===== src/rtl/dispatch_pkg.sv =====
// Shared types and helpers for the dispatch controller: FSM state encoding and
// queue-select decoding.
package dispatch_pkg;

    typedef enum logic [1:0] {
        RUN     = 2'd0,
        BR_WAIT = 2'd1,
        REDIR   = 2'd2
    } disp_state_e;

    // Widest queue select the decoder supports; callers truncate to their queue count.
    localparam int unsigned MAX_QSEL_WIDTH = 4;
    localparam int unsigned MAX_QUEUES     = 2 ** MAX_QSEL_WIDTH;

    function automatic logic [MAX_QUEUES-1:0] qsel_onehot(input logic [MAX_QSEL_WIDTH-1:0] qsel);
        logic [MAX_QUEUES-1:0] oh;
        oh       = '0;
        oh[qsel] = 1'b1;
        return oh;
    endfunction

endpackage


===== src/rtl/tag_free_list.sv =====
// Circular free list of destination tags. Starts full with tags popped in
// ascending order; returned tags are appended and become poppable next cycle.
module tag_free_list #(
    parameter int unsigned TAG_WIDTH = 6
) (
    input  logic                 clk,
    input  logic                 reset,
    input  logic                 pop,
    input  logic                 push,
    input  logic [TAG_WIDTH-1:0] push_tag,
    output logic [TAG_WIDTH-1:0] tag_out,
    output logic                 empty,
    output logic                 full
);

    localparam int unsigned NUM_TAGS = 2 ** TAG_WIDTH;
    localparam logic [TAG_WIDTH:0] FULL_COUNT = (TAG_WIDTH + 1)'(NUM_TAGS);

    logic [TAG_WIDTH-1:0] mem_q [NUM_TAGS];
    logic [TAG_WIDTH-1:0] rd_ptr_q;
    logic [TAG_WIDTH-1:0] wr_ptr_q;
    logic [TAG_WIDTH:0]   count_q;
    logic [TAG_WIDTH:0]   count_d;
    logic                 overflow_q;
    logic                 do_pop;
    logic                 do_push;

    assign do_pop  = pop & ~empty;
    assign do_push = push & ~full;
    assign tag_out = mem_q[rd_ptr_q];

    always_comb begin
        count_d = count_q;
        unique case ({do_push, do_pop})
            2'b10:   count_d = count_q + 1'b1;
            2'b01:   count_d = count_q - 1'b1;
            default: count_d = count_q;
        endcase
    end

    always_ff @(posedge clk or posedge reset) begin
        if (reset) begin
            for (int unsigned i = 0; i < NUM_TAGS; i++) begin
                mem_q[i] <= TAG_WIDTH'(i);
            end
            rd_ptr_q   <= '0;
            wr_ptr_q   <= '0;
            count_q    <= FULL_COUNT;
            empty      <= 1'b0;
            full       <= 1'b1;
            overflow_q <= 1'b0;
        end else begin
            if (do_push) begin
                mem_q[wr_ptr_q] <= push_tag;
                wr_ptr_q        <= wr_ptr_q + 1'b1;
            end
            if (do_pop) begin
                rd_ptr_q <= rd_ptr_q + 1'b1;
            end
            count_q <= count_d;
            empty   <= (count_d == '0);
            full    <= (count_d == FULL_COUNT);
            // Sticky: a return into a full list means a tag was duplicated upstream.
            overflow_q <= overflow_q | (push & full);
        end
    end

endmodule


===== src/rtl/dispatch_ctrl.sv =====
// Tomasulo dispatch controller: allocates tags, routes instructions to issue queues,
// and holds dispatch across unresolved branches. Optional DISPATCH_PERF_CNT_EN adds stall_cycles.
module dispatch_ctrl
    import dispatch_pkg::*;
#(
    parameter int unsigned NUM_QUEUES = 4,
    parameter int unsigned TAG_WIDTH  = 6,
    parameter int unsigned QSEL_WIDTH = 2
) (
    input  logic                  clk,
    input  logic                  reset,
    input  logic                  in_valid,
    output logic                  in_ready,
    input  logic [QSEL_WIDTH-1:0] in_qsel,
    input  logic                  in_regwrite,
    input  logic                  in_branch,
    input  logic [4:0]            in_rd,
    input  logic [NUM_QUEUES-1:0] iq_full,
    output logic [NUM_QUEUES-1:0] disp_en,
    output logic [TAG_WIDTH-1:0]  disp_rd_tag,
    output logic                  rst_we,
    output logic [4:0]            rst_rd,
    input  logic                  cdb_valid,
    input  logic [TAG_WIDTH-1:0]  cdb_tag,
    input  logic                  cdb_branch,
    input  logic                  cdb_branch_taken,
    output logic                  redirect
`ifdef DISPATCH_PERF_CNT_EN
    ,
    output logic [31:0]           stall_cycles
`endif
);

    disp_state_e          state_q;
    logic                 accept;
    logic                 fl_pop;
    logic                 fl_push;
    logic                 fl_empty;
    logic                 fl_full;
    logic [TAG_WIDTH-1:0] fl_tag;

    assign in_ready = (state_q == RUN) & ~iq_full[in_qsel] & ~(in_regwrite & fl_empty);
    assign accept   = in_valid & in_ready;
    assign fl_pop   = accept & in_regwrite;
    assign fl_push  = cdb_valid & ~cdb_branch;

    tag_free_list #(
        .TAG_WIDTH (TAG_WIDTH)
    ) u_free_list (
        .clk      (clk),
        .reset    (reset),
        .pop      (fl_pop),
        .push     (fl_push),
        .push_tag (cdb_tag),
        .tag_out  (fl_tag),
        .empty    (fl_empty),
        .full     (fl_full)
    );

    always_ff @(posedge clk or posedge reset) begin
        if (reset) begin
            state_q     <= RUN;
            disp_en     <= '0;
            disp_rd_tag <= '0;
            rst_we      <= 1'b0;
            rst_rd      <= '0;
            redirect    <= 1'b0;
        end else begin
            disp_en  <= accept ? NUM_QUEUES'(qsel_onehot(MAX_QSEL_WIDTH'(in_qsel))) : '0;
            rst_we   <= fl_pop;
            redirect <= 1'b0;
            if (fl_pop) begin
                disp_rd_tag <= fl_tag;
                rst_rd      <= in_rd;
            end
            unique case (state_q)
                RUN: begin
                    if (accept & in_branch) begin
                        state_q <= BR_WAIT;
                    end
                end
                BR_WAIT: begin
                    if (cdb_valid & cdb_branch) begin
                        if (cdb_branch_taken) begin
                            state_q  <= REDIR;
                            redirect <= 1'b1;
                        end else begin
                            state_q <= RUN;
                        end
                    end
                end
                REDIR: begin
                    state_q <= RUN;
                end
                default: begin
                    state_q <= RUN;
                end
            endcase
        end
    end

`ifdef DISPATCH_PERF_CNT_EN
    always_ff @(posedge clk or posedge reset) begin
        if (reset) begin
            stall_cycles <= '0;
        end else if (in_valid & ~in_ready & ~&stall_cycles) begin
            stall_cycles <= stall_cycles + 32'd1;
        end
    end
`endif

    // Only outstanding tags come back on the CDB, so a return can never meet a full list.
    no_return_when_full: assert property (@(posedge clk) disable iff (reset)
        fl_push |-> !fl_full);

endmodule


===== config.mk =====
export PLATFORM = sky130hd
export DESIGN_NAME = dispatch_ctrl
export DESIGN_NICKNAME = d
export VERILOG_FILES = /design/src/rtl/dispatch_pkg.sv /design/src/rtl/tag_free_list.sv /design/src/rtl/dispatch_ctrl.sv
export SDC_FILE = /design/constraint.sdc
export NUM_CORES = 1
export LEC_CHECK = 0
export BUFFER_PORTS_ARGS = -buffer_cell sky130_fd_sc_hd__buf_4
export CORE_MARGIN = 5
export CORE_UTILIZATION = 57
export CTS_CLUSTER_DIAMETER = 100
export DETAILED_ROUTE_END_ITERATION = 8
export PLACE_DENSITY_LB_ADDON = 0.12
export SLEW_MARGIN = 40
export SYNTH_ARGS = -nofsm -noshare
export SYNTH_HDL_FRONTEND = slang
export SYNTH_SLANG_ARGS = --single-unit

===== constraint.sdc =====
create_clock -name clk -period 13.79 [get_ports clk]
set_input_delay 2.758 -clock clk [delete_from_list [all_inputs] [get_ports clk]]
set_output_delay 2.758 -clock clk [all_outputs]
set_load 0.1 [all_outputs]

; Word-level counts from Yosys, hierarchy flattened
; Cells that the tools add are included.
; Widths: inputs -> output; s select.
[op_classes]
magnitude_cmp = 6
n_eq_ne = 6
addsub = 4
reduce_logical = 5
bitwise_logic = 17
n_mux = 19
[ops]
columns = cell, count
row1 = $bwmux 384, 1
row2 = $bmux 6 s6, 1
row3 = $demux 6 s6, 1
row4 = $mux 6, 3
row5 = $ge 7x7->1 const B, 2
row6 = $not 6->7, 2
row7 = $pmux 7 s2, 1
row8 = $add 6x1->6 const B, 2
row9 = $and 1x1->1, 10
row10 = $add 7x1->7 const B, 1
row11 = $eq 7x7->1 const B, 1
row12 = $logic_not 7->1, 1
row13 = $lt 7x1->1 const B, 1
row14 = $sub 7x1->7 const B, 1
row15 = $mux 2, 3
row16 = $lt 2x5->1 const B, 1
row17 = $mux 1, 5
row18 = $not 1->1, 5
row19 = $eq 2x1->1 const B, 2
row20 = $mux 4, 1
row21 = $pmux 2 s2, 1
row22 = $lt 2x3->1 const B, 1
row23 = $bmux 1 s2, 1
row24 = $demux 1 s2, 1
row25 = 7 further kinds, 8
[totals]
output_inout_bits = 18
word_cells = 132
inputBits = 25
ff_bits = 424

; Longest topological paths before layout
; Gate-level depths: netlist (run 1).
[depth]
ltp_word = 11
depth_mapped = 13
ltp_nobuf = 13

; Modules after synthesis
; From an unflattened synthesis (run 1), not the netlist that was laid out.
[hier_totals]
hier_cells = 1343
area_unflattened_um2 = 19885.3
[modules_own_cells]
columns = mod, seq_area_each_um2, cells_per_inst, n_inst, area_each_um2
row1 = tag_free_list, 10377.5, 1290, 1, 19068.3
row2 = dispatch_ctrl, 475.5, 53, 1, 817.0

; Worst setup path before layout (run 1)
; OpenSTA, ideal clock, no wires.
[synth_path]
path_kind = input port to output port
startpoint = input port in_qsel[0]
endpoint = output port in_ready
setup_slack_ps = 5367
path_stages = 3
n_path_buf = 0
t_arrival_ps = 5665
t_required_ps = 11032
path_cell_list = mux4_2 nor3_2 a21boi_0
[synth_via]
elab_chain_len = 5
[synth_lines]
columns = item, line_no
row1 = start: declaration, dispatch_ctrl.sv:14  ; input logic [QSEL_WIDTH-1:0] in_qsel,
row2 = $bmux 1 s2, dispatch_ctrl.sv:42  ; assign in_ready = (state_q == RUN) & ~iq_full[in_qsel] & ~(in_regwrite & fl_empty);
row3 = $mux 1 (implied by the code), dispatch_ctrl.sv:42
row4 = $not 1->1, dispatch_ctrl.sv:42
row5 = $and 1x1->1 (2 in a row), dispatch_ctrl.sv:42
row6 = end: declaration, dispatch_ctrl.sv:13  ; output logic in_ready,
; No other way between the ends. The select of a mux whose other input is x is not followed.

; Worst setup path in the final report (run 1)
; Ends and elaborated chain as after synthesis.

==> results of run 1 <==
-- power by group --
part	internal, mW	switching, mW	total [mW]
logic	0.439	0.547	0.986
registers	1.48	0.162	1.65
clock network	0.767	0.491	1.26
total	2.69	1.20	3.89
-- sequential cells by signal, summed over array words and instances, names as in the netlist --
register              count
disp_en                   4
disp_rd_tag               6
redirect                  1
rst_rd                    5
rst_we                    1
state_q                   2
u_free_list.count_q       7
u_free_list.empty         1
u_free_list.full          1
u_free_list.mem_q       384
u_free_list.rd_ptr_q      6
u_free_list.wr_ptr_q      6
-- metrics by stage --
step                cells  total power [mW]   util
floorplan            1337              2.40      -
global placement     1743              2.62  0.590
detailed placement   1748              2.65  0.593
CTS                  1833              3.91  0.638
global route         1834              4.07  0.640
finish               1834              3.89  0.640
-- cell type report --
class,count,area [sq um]
Tap cell,455,569
Inverter,9,37.5
Clock buffer,70,1390
Clock inverter,15,180
Timing Repair Buffer,61,563
Fill cell,2518,12400
Multi-Input combinational cell,800,8440
Sequential cell,424,10900
-- placed cells by master (no fill, tap or decap), types with 5 or more instances in the layout --
cell type and n:
sky130_fd_sc_hd__xnor2_1 10, sky130_fd_sc_hd__o41ai_1 5, sky130_fd_sc_hd__nor2b_1 19, sky130_fd_sc_hd__nand2_1 89, sky130_fd_sc_hd__clkinv_2 9, sky130_fd_sc_hd__mux4_2 72
sky130_fd_sc_hd__mux2_2 372, sky130_fd_sc_hd__nor2_1 23, sky130_fd_sc_hd__a22oi_1 13, sky130_fd_sc_hd__nand3_1 12, sky130_fd_sc_hd__ha_1 8, sky130_fd_sc_hd__a32oi_1 5
sky130_fd_sc_hd__clkbuf_1 13, sky130_fd_sc_hd__buf_4 53, sky130_fd_sc_hd__mux4_1 8, sky130_fd_sc_hd__o22ai_1 9, sky130_fd_sc_hd__a21oi_1 6, sky130_fd_sc_hd__dfrtp_1 227
sky130_fd_sc_hd__clkbuf_16 49, sky130_fd_sc_hd__a211oi_1 9, sky130_fd_sc_hd__dfstp_2 194, sky130_fd_sc_hd__mux2i_1 47, sky130_fd_sc_hd__inv_1 6, sky130_fd_sc_hd__o221ai_1 8
sky130_fd_sc_hd__mux2_1 12, sky130_fd_sc_hd__clkbuf_8 8
-- worst max-delay path, cell delays in order --
cell and delay, ns:
sky130_fd_sc_hd__buf_4 0.11, sky130_fd_sc_hd__mux4_2 0.51, sky130_fd_sc_hd__nor3_2 0.15, sky130_fd_sc_hd__a21boi_0 0.30, sky130_fd_sc_hd__buf_4 0.35
-- kinds of logic (layout without fill, tap and decap cells) --
family / Yosys count / after routing / synth area share
multiplexers: 511 / 511 / 0.334
flip-flops: 424 / 424 / 0.547
AND/OR/NAND/NOR: 183 / 183 / 0.0460
buffers and inverters: 113 / 155 / 0.0291
AO/OA/AOI/OAI: 83 / 83 / 0.0320
XOR/XNOR: 14 / 14 / 0.00618
adder cells (fa/ha/maj): 9 / 9 / 0.00605
-- final timing paths --
check / startpoint / to / slack, ns / depth (start not counted)
min: rst_rd[1] / rst_rd[1] / 0.48 / 2
min in group asynchronous: reset / u_free_list.empty / 2.25 / 2
min reg2reg: rst_rd[1] / rst_rd[1] / 0.48 / 2
max reg2reg: state_q[0] / u_free_list.full / 10.04 / 12
max: in_qsel[0] / in_ready / 6.86 / 5
max in group asynchronous: reset / u_free_list.mem_q[145] / 9.65 / 5
-- routing by layer --
| metal | vias up | GRT usage |
|---|---|---|
| met1 | 6007 | 0.334 |
| met4 | 0 | 0.0555 |
| li1 | 4971 | - |
| met2 | 195 | 0.379 |
| met5 | - | 0 |
| met3 | 63 | 0.0330 |
==> run summary, run 1 <==
The total inserted antenna cells is 0. For the worst setup path, the data required time is 11.03 ns. The remaining number of nets flagged by the antenna check after routing is 0. Timing analysis after detailed placement gives a worst setup slack of 6.85 ns.

The fraction of registers with async set/reset is 1.00. The net count of the finished layout is 1376. The setup skew after layout is 0.0116 ns. The DRC marker count from the first detailed-route iteration is 620. The hold buffer count at cts came out at 0.

In this run, CTS created clock tree buffers numbering 46. The count of port buffers added during placement is 42. The die span in y is 197 microns.

The remaining global-route overflow is 0. The relative max-transition margin is 0.424. The total negative setup slack is 0 ns. The synthesized net count is 1371. The tree is rooted in a sky130_fd_sc_hd__clkbuf_16. The tightest hold margin came out at 0.479 ns. The half-perimeter wire length after detailed placement is 27.1 mm. After detailed routing, the average wire length per cell comes to 23.8 microns. After synthesis, the cell types taking the most area are sky130_fd_sc_hd__dfrtp_1 29%, sky130_fd_sc_hd__dfstp_2 26%, sky130_fd_sc_hd__mux2_2 21%, sky130_fd_sc_hd__mux4_2 8.2%, sky130_fd_sc_hd__mux2i_1 2.4%.

The largest fanout on the critical path came out at 5. The post-synthesis to final-layout area growth came out at 11.1%. The register bit total from synthesis came out at 424. The mean instance size in the synthesized netlist came out at 14.8 sq um. The worst path arrival time came out at 4.18 ns. Once the clock tree was built, the setup fixing pass inserted 0 buffers.

The worst setup path is launched from an input port. Setup repair after global routing left no endpoint under its margin. The global-route wire length before repair is 70.0 mm. The DRC violation count after routing is 0. The worst-margin pin slew came out at 0.842 ns. The final-report hold violation count was 0. The met2 wire length came out at 21.6 mm.

The area of the mapped netlist came out at 0.0198 sq mm. The global placement routability congestion came out at 0.795. The latest clock arrival within the worst-skew pair came out at 0.55 ns. The number of resized instances in the post-cts repair step came out at 0. The number of antenna violations at the first check in global routing is 0. The worst setup path is of the in2out kind. The clock passes through at most 3 buffers. The final period utilization is 0.503. The aggregate routed wire length came out at 43.7 mm. The clock slew at the register clock pins of the worst setup and hold paths came out at 0.05 ns. The detailed router used layers up to and including met4. The flow ran to the end, and the final reports show no timing, DRC or antenna violations.

The maximum frequency from static timing analysis is 144 MHz. The portion of synthesized cell area occupied by the leading cell type came out at 0.290. The tool flagged a number of max-cap violations equal to 0. The proportion of layout cells with a drive suffix above 1 came out at 0.573. The via count of the first global-routing pass is 11800. The top-level I/O count is 43. The most common cell in the synthesized netlist is sky130_fd_sc_hd__mux2_2. STA classifies the critical path endpoint as a primary output.

The leading area contributor after synthesis is sky130_fd_sc_hd__dfrtp_1. The type of the most critical hold path is reg2reg. The count of clock tree sinks came out at 424. The number of enable-type register cells in the synthesized netlist came out at 0. The die width came out at 197 microns. For this run, the total global-route usage over all layers was measured as 0.232.

The final instance area came out at 0.0220 sq mm. The most used flip-flop cell after synthesis is sky130_fd_sc_hd__dfrtp_1. The worst path in the final design needs a cycle of 6.93 ns, including I/O delays and setup.

The detailed router put a total of 19.6 mm of wire on met1. Detailed routing inserted a total of 11200 vias. Once placement finished, the instance area stood at 0.0204 sq mm. In the synthesized netlist, the cells that appear most often are 372 x sky130_fd_sc_hd__mux2_2, 230 x sky130_fd_sc_hd__dfrtp_1, 194 x sky130_fd_sc_hd__dfstp_2. The floorplan has 68 rows.

The number of detailed-routing iterations run before antenna repair came out at 5. The synthesized instance count is 1337. The total of warnings raised by yosys came out at 0. The largest net degree at the start of global routing came out at 108. TritonCTS built the clock tree. In the routed layout, each cell is associated on average with a via count of 6.13.

The power per unit of standard cell area came out at 176 mW/mm^2. The H-tree level count is 2. The number of max-slew violations in the final report is 0. The floorplan step defined a core boundary enclosing 0.0345 sq mm. Setup slack on the critical path of the routed design comes to 6.86 ns. Summed over all nets, wire length on met3 after detailed routing comes to 1.57 mm. The peak supply drop is 0.167 mV.

For this configuration, the core starts out at a cell density of 0.576. The count of cell types in the netlist is 64. The area enclosed by the die boundary came out at 0.0386 sq mm. The sequential-to-total area share from yosys stat is 0.547.

Setup violations remaining at the end of the flow were counted as 0. The leakage dissipation came out at 9.76 nW.
Note: power is estimated with default switching activity, not from simulation.
==> inputs of run 2 (changes only) <==
--- a/config.mk
+++ b/config.mk
@@ -5,9 +5,10 @@
 export SDC_FILE = /design/constraint.sdc
 export NUM_CORES = 1
 export LEC_CHECK = 0
+export ABC_AREA = 1
 export BUFFER_PORTS_ARGS = -buffer_cell sky130_fd_sc_hd__buf_4
 export CORE_MARGIN = 5
-export CORE_UTILIZATION = 57
+export CORE_UTILIZATION = 63
 export CTS_CLUSTER_DIAMETER = 100
 export DETAILED_ROUTE_END_ITERATION = 8
 export PLACE_DENSITY_LB_ADDON = 0.12
==> constraint.sdc (replaced) <==
create_clock -name clk -period 7 [get_ports clk]
set_input_delay 1.4 -clock clk [delete_from_list [all_inputs] [get_ports clk]]
set_output_delay 1.4 -clock clk [all_outputs]
set_load 0.1 [all_outputs]
==> run summary, run 2 <==
The portion of synthesized cell area occupied by the leading cell type is 0.284 (-0.00572). The final period utilization is 0.541. The relative max-transition margin came to 0.409 (-0.0158).

The number of flip-flops under the largest register name is 384 (unchanged). Derived from the worst setup path, the maximum achievable clock frequency is 264 MHz. The row count came out at 65 (-4.4%). The aggregate routed wire length is 52.1 mm (+19%).

The clock slew at the register clock pins of the worst setup and hold paths is 0.06 ns (about the same). The global-route wire length before repair came out at 85.3 mm (+22%). The via count of the first global-routing pass came out at 16300 (+38%). The area enclosed by the die boundary came to 0.0358 sq mm (-7.3%). The setup skew after layout is 0.0179 ns (+0.00633 ns). The remaining global-route overflow is 0 (unchanged). The number of antenna violations at the first check in global routing came out at 0 (unchanged). The number of resized instances in the post-cts repair step came out at 0 (unchanged).

The flow ran to the end, and the final reports show no timing, DRC or antenna violations. The total of warnings raised by yosys was 0 (unchanged). The power per unit of standard cell area is 436 mW/mm^2 (+150%). The mean instance size in the synthesized netlist is 7.79 sq um (-48%). The startpoint kind of the worst setup timing path is an input port. Setup repair after global routing left no endpoint under its margin. The post-synthesis to final-layout area growth is 9.34%. Among the stages of the critical path, the cell type that occurs most often is sky130_fd_sc_hd__nand2_1.

The latest clock arrival within the worst-skew pair was 0.56 ns (about the same). The top-level I/O count came out at 43 (unchanged). The synthesized design spends more area on one cell type than any other, namely sky130_fd_sc_hd__dfrtp_1. The count of endpoints failing setup in the final report came out at 0 (unchanged). The die width is 189 microns (-3.7%). The sequential-to-total area share from yosys stat is 0.536 (-0.0108). The hold buffer count at cts is 0 (unchanged). The worst setup path is captured at a flip-flop.

By startpoint and endpoint, the worst setup path is classified as in2reg. The DRC violation count after routing was 0 (unchanged). The synthesized instance count came out at 2599 (+94%).

The die span in y was 189 microns (-3.7%). By area the synthesized netlist is led by sky130_fd_sc_hd__dfrtp_1 28%, sky130_fd_sc_hd__dfstp_2 25%, sky130_fd_sc_hd__nand2_1 19%, sky130_fd_sc_hd__o21ai_0 7.8%, sky130_fd_sc_hd__nand3_1 5.5%. The count of clock tree sinks came out at 424 (unchanged). By count the netlist is led by 1025 x sky130_fd_sc_hd__nand2_1, 314 x sky130_fd_sc_hd__o21ai_0, 230 x sky130_fd_sc_hd__dfrtp_1. The area of the core region is 0.0316 sq mm (-8.2%).

The total inserted antenna cells came out at 0 (unchanged). The tightest hold margin came to 0.472 ns (-0.00761 ns). The half-perimeter wire length after detailed placement came out at 30.9 mm (+14%). The final total power is 9.66 mW (+150%).

The largest net degree at the start of global routing is 109 (+0.93%). The largest fanout on the critical path was 20 (+15). The register bit total from synthesis is 424 (unchanged).

The H-tree level count is 2 (unchanged). The proportion of layout cells with a drive suffix above 1 came out at 0.139 (-0.433). The net count of the finished layout came out at 2564 (+86%). The initial core utilization is 0.640 (+0.0640). The global placement routability congestion came out at 0.847 (+6.6%).

The TritonCTS clock tree is done. The remaining number of nets flagged by the antenna check after routing came out at 0 (unchanged). The post-place instance area came out at 0.0206 sq mm (+0.77%).

The synthesized net count is 2633 (+92%). The area of the mapped netlist came out at 0.0202 sq mm (+2.0%). The largest individual stage delay along the critical path comes from the cell sky130_fd_sc_hd__fa_1. CTS placed an instance of sky130_fd_sc_hd__clkbuf_16 at the clock tree root. The DRC marker count from the first detailed-route iteration came out at 1552 (+150%).

The leading cell type in the layout, fill and taps excluded is sky130_fd_sc_hd__nand2_1. The post-layout worst setup margin came out at 3.21 ns (-3.64 ns). The TritonCTS buffer count is 45 (-2.2%). The required time of the worst setup path came to 7.47 ns (-3.56 ns). The fraction of registers with async set/reset is 1.00 (unchanged). The number of buffers inserted by post-CTS setup repair is 0 (unchanged).

The count of cell types in the netlist is 31 (-52%). The deepest clock path buffer count is 3 (unchanged). The final instance area came out at 0.0221 sq mm (+0.44%).

The number of enable-type register cells in the synthesized netlist came out at 0 (unchanged). The path class of the tightest hold or removal check is reg2reg. More flip-flops sit in one register than any other, and that register is u_free_list.mem_q.

The detailed-route wire length per cell is 17.6 microns (-26%). In the layout the commonest cells are 1024 x sky130_fd_sc_hd__nand2_1, 314 x sky130_fd_sc_hd__o21ai_0, 228 x sky130_fd_sc_hd__dfrtp_1. The critical path goes through buf_4, inv_1, nand3_1, nand3_1, nor2_1, nand2_1, nor2_1, buf_4, ha_1, inv_1, fa_1, inv_1, nand3_1, nand2_1, nand2_1, nand3_1, o21ai_0, inv_1, nand2_1, nor2_1, nand2_1, nor2_1. The largest registers in the layout are u_free_list.mem_q (384), u_free_list.count_q (7). The number of detailed-routing iterations run before antenna repair came to 5 (unchanged). The via count is 16900 (+51%). The count of port buffers added during placement came out at 42 (unchanged). The max-cap violation count is 0 (unchanged). The worst setup slack before clock tree synthesis is 2.67 ns (-4.18 ns).

The maximum single-stage delay on the critical path came out at 0.41 ns (-0.10 ns). The peak supply drop came out at 0.267 mV (+60%). The worst-margin pin slew came to 0.884 ns (+0.0422 ns). Among all flip-flop cells after synthesis, the most frequent one is sky130_fd_sc_hd__dfrtp_1. The final-report hold violation count is 0 (unchanged). The leakage dissipation came out at 9.75 nW (about the same). The total track usage was 0.292 (+0.0609). The number of max-slew violations in the final report was 0 (unchanged). The worst path needs 3.79 ns of the cycle, external delays included.

The worst path arrival time is 4.26 ns (+0.08 ns). The total negative setup slack came out at 0 ns (unchanged). The most common cell in the synthesized netlist is sky130_fd_sc_hd__nand2_1. The via density per instance is 5.70 (-7.0%).
run 2: cell types whose count changed after synthesis, sizes merged, moves of 20 or more:
cell and change:
o21ai +400, nor2 +63, mux4 -80, a21oi +20, nand3 +211, nand2 +937, clkbuf +64, inv +149
mux2i -47, mux2 -384
run 2: critical path: cells and delay by family:
family                     cells  cell delay, ns
and+or+nand+nor               13            1.30
adders and majority gates      2            0.77
AOI/OAI and AO/OA              1            0.11
buffers and inverters          6            0.67
run 2: cells by family after synthesis:
| kind of cell | Yosys count | share of synthesized area |
|---|---|---|
| adder cells (fa/ha/maj) | 9 | 0.00593 |
| AND/OR/NAND/NOR | 1356 | 0.271 |
| XOR/XNOR | 14 | 0.00606 |
| AO/OA/AOI/OAI | 449 | 0.113 |
| buffers and inverters | 347 | 0.0675 |
| flip-flops | 424 | 0.536 |
run 2: stage by stage:
| stage | utilization | cells |
|---|---|---|
| CTS | 0.699 | 2968 |
| detailed placement | 0.651 | 2884 |
| global placement | 0.648 | 2880 |
| global route | 0.700 | 2969 |
| floorplan | - | 2599 |
| finish | 0.700 | 2969 |
run 2: final timing paths:
kind	from	endpoint	slack [ns]	depth (start not counted)
hold / removal	u_free_list.mem_q[60]	u_free_list.mem_q[60]	0.47	2
setup / recovery	in_qsel[0]	u_free_list.empty	3.21	22
hold reg to reg	u_free_list.mem_q[60]	u_free_list.mem_q[60]	0.47	2
min in group asynchronous	reset	u_free_list.mem_q[128]	0.78	2
max in group asynchronous	reset	u_free_list.mem_q[194]	4.94	4
setup reg to reg	state_q[0]	u_free_list.empty	3.79	20
run 2: area by class of cell:
| type | instances | area [sq um] |
|---|---|---|
| sequential | 424 | 10900 |
| fill | 2548 | 9500 |
| clock inverter | 14 | 199 |
| timing repair buffer | 65 | 573 |
| inverter | 166 | 632 |
| tap | 402 | 503 |
| multi-input combinational | 1828 | 8040 |
| clock buffer | 70 | 1330 |
run 2: layer usage:
metal	routed length, microns	part of all wire	global-route usage
met2	24400	0.47	0.476
met3	3870	0.074	0.0544
met4	1690	0.032	0.0924
met1	22100	0.42	0.404
met5	0	0	0
run 2: power breakdown:
part	total [mW]	switching, mW	internal (mW)	leakage (nW)
registers	3.86	0.506	3.35	5.10
logic	3.34	2.33	1.00	3.90
clock network	2.47	0.974	1.49	0.755
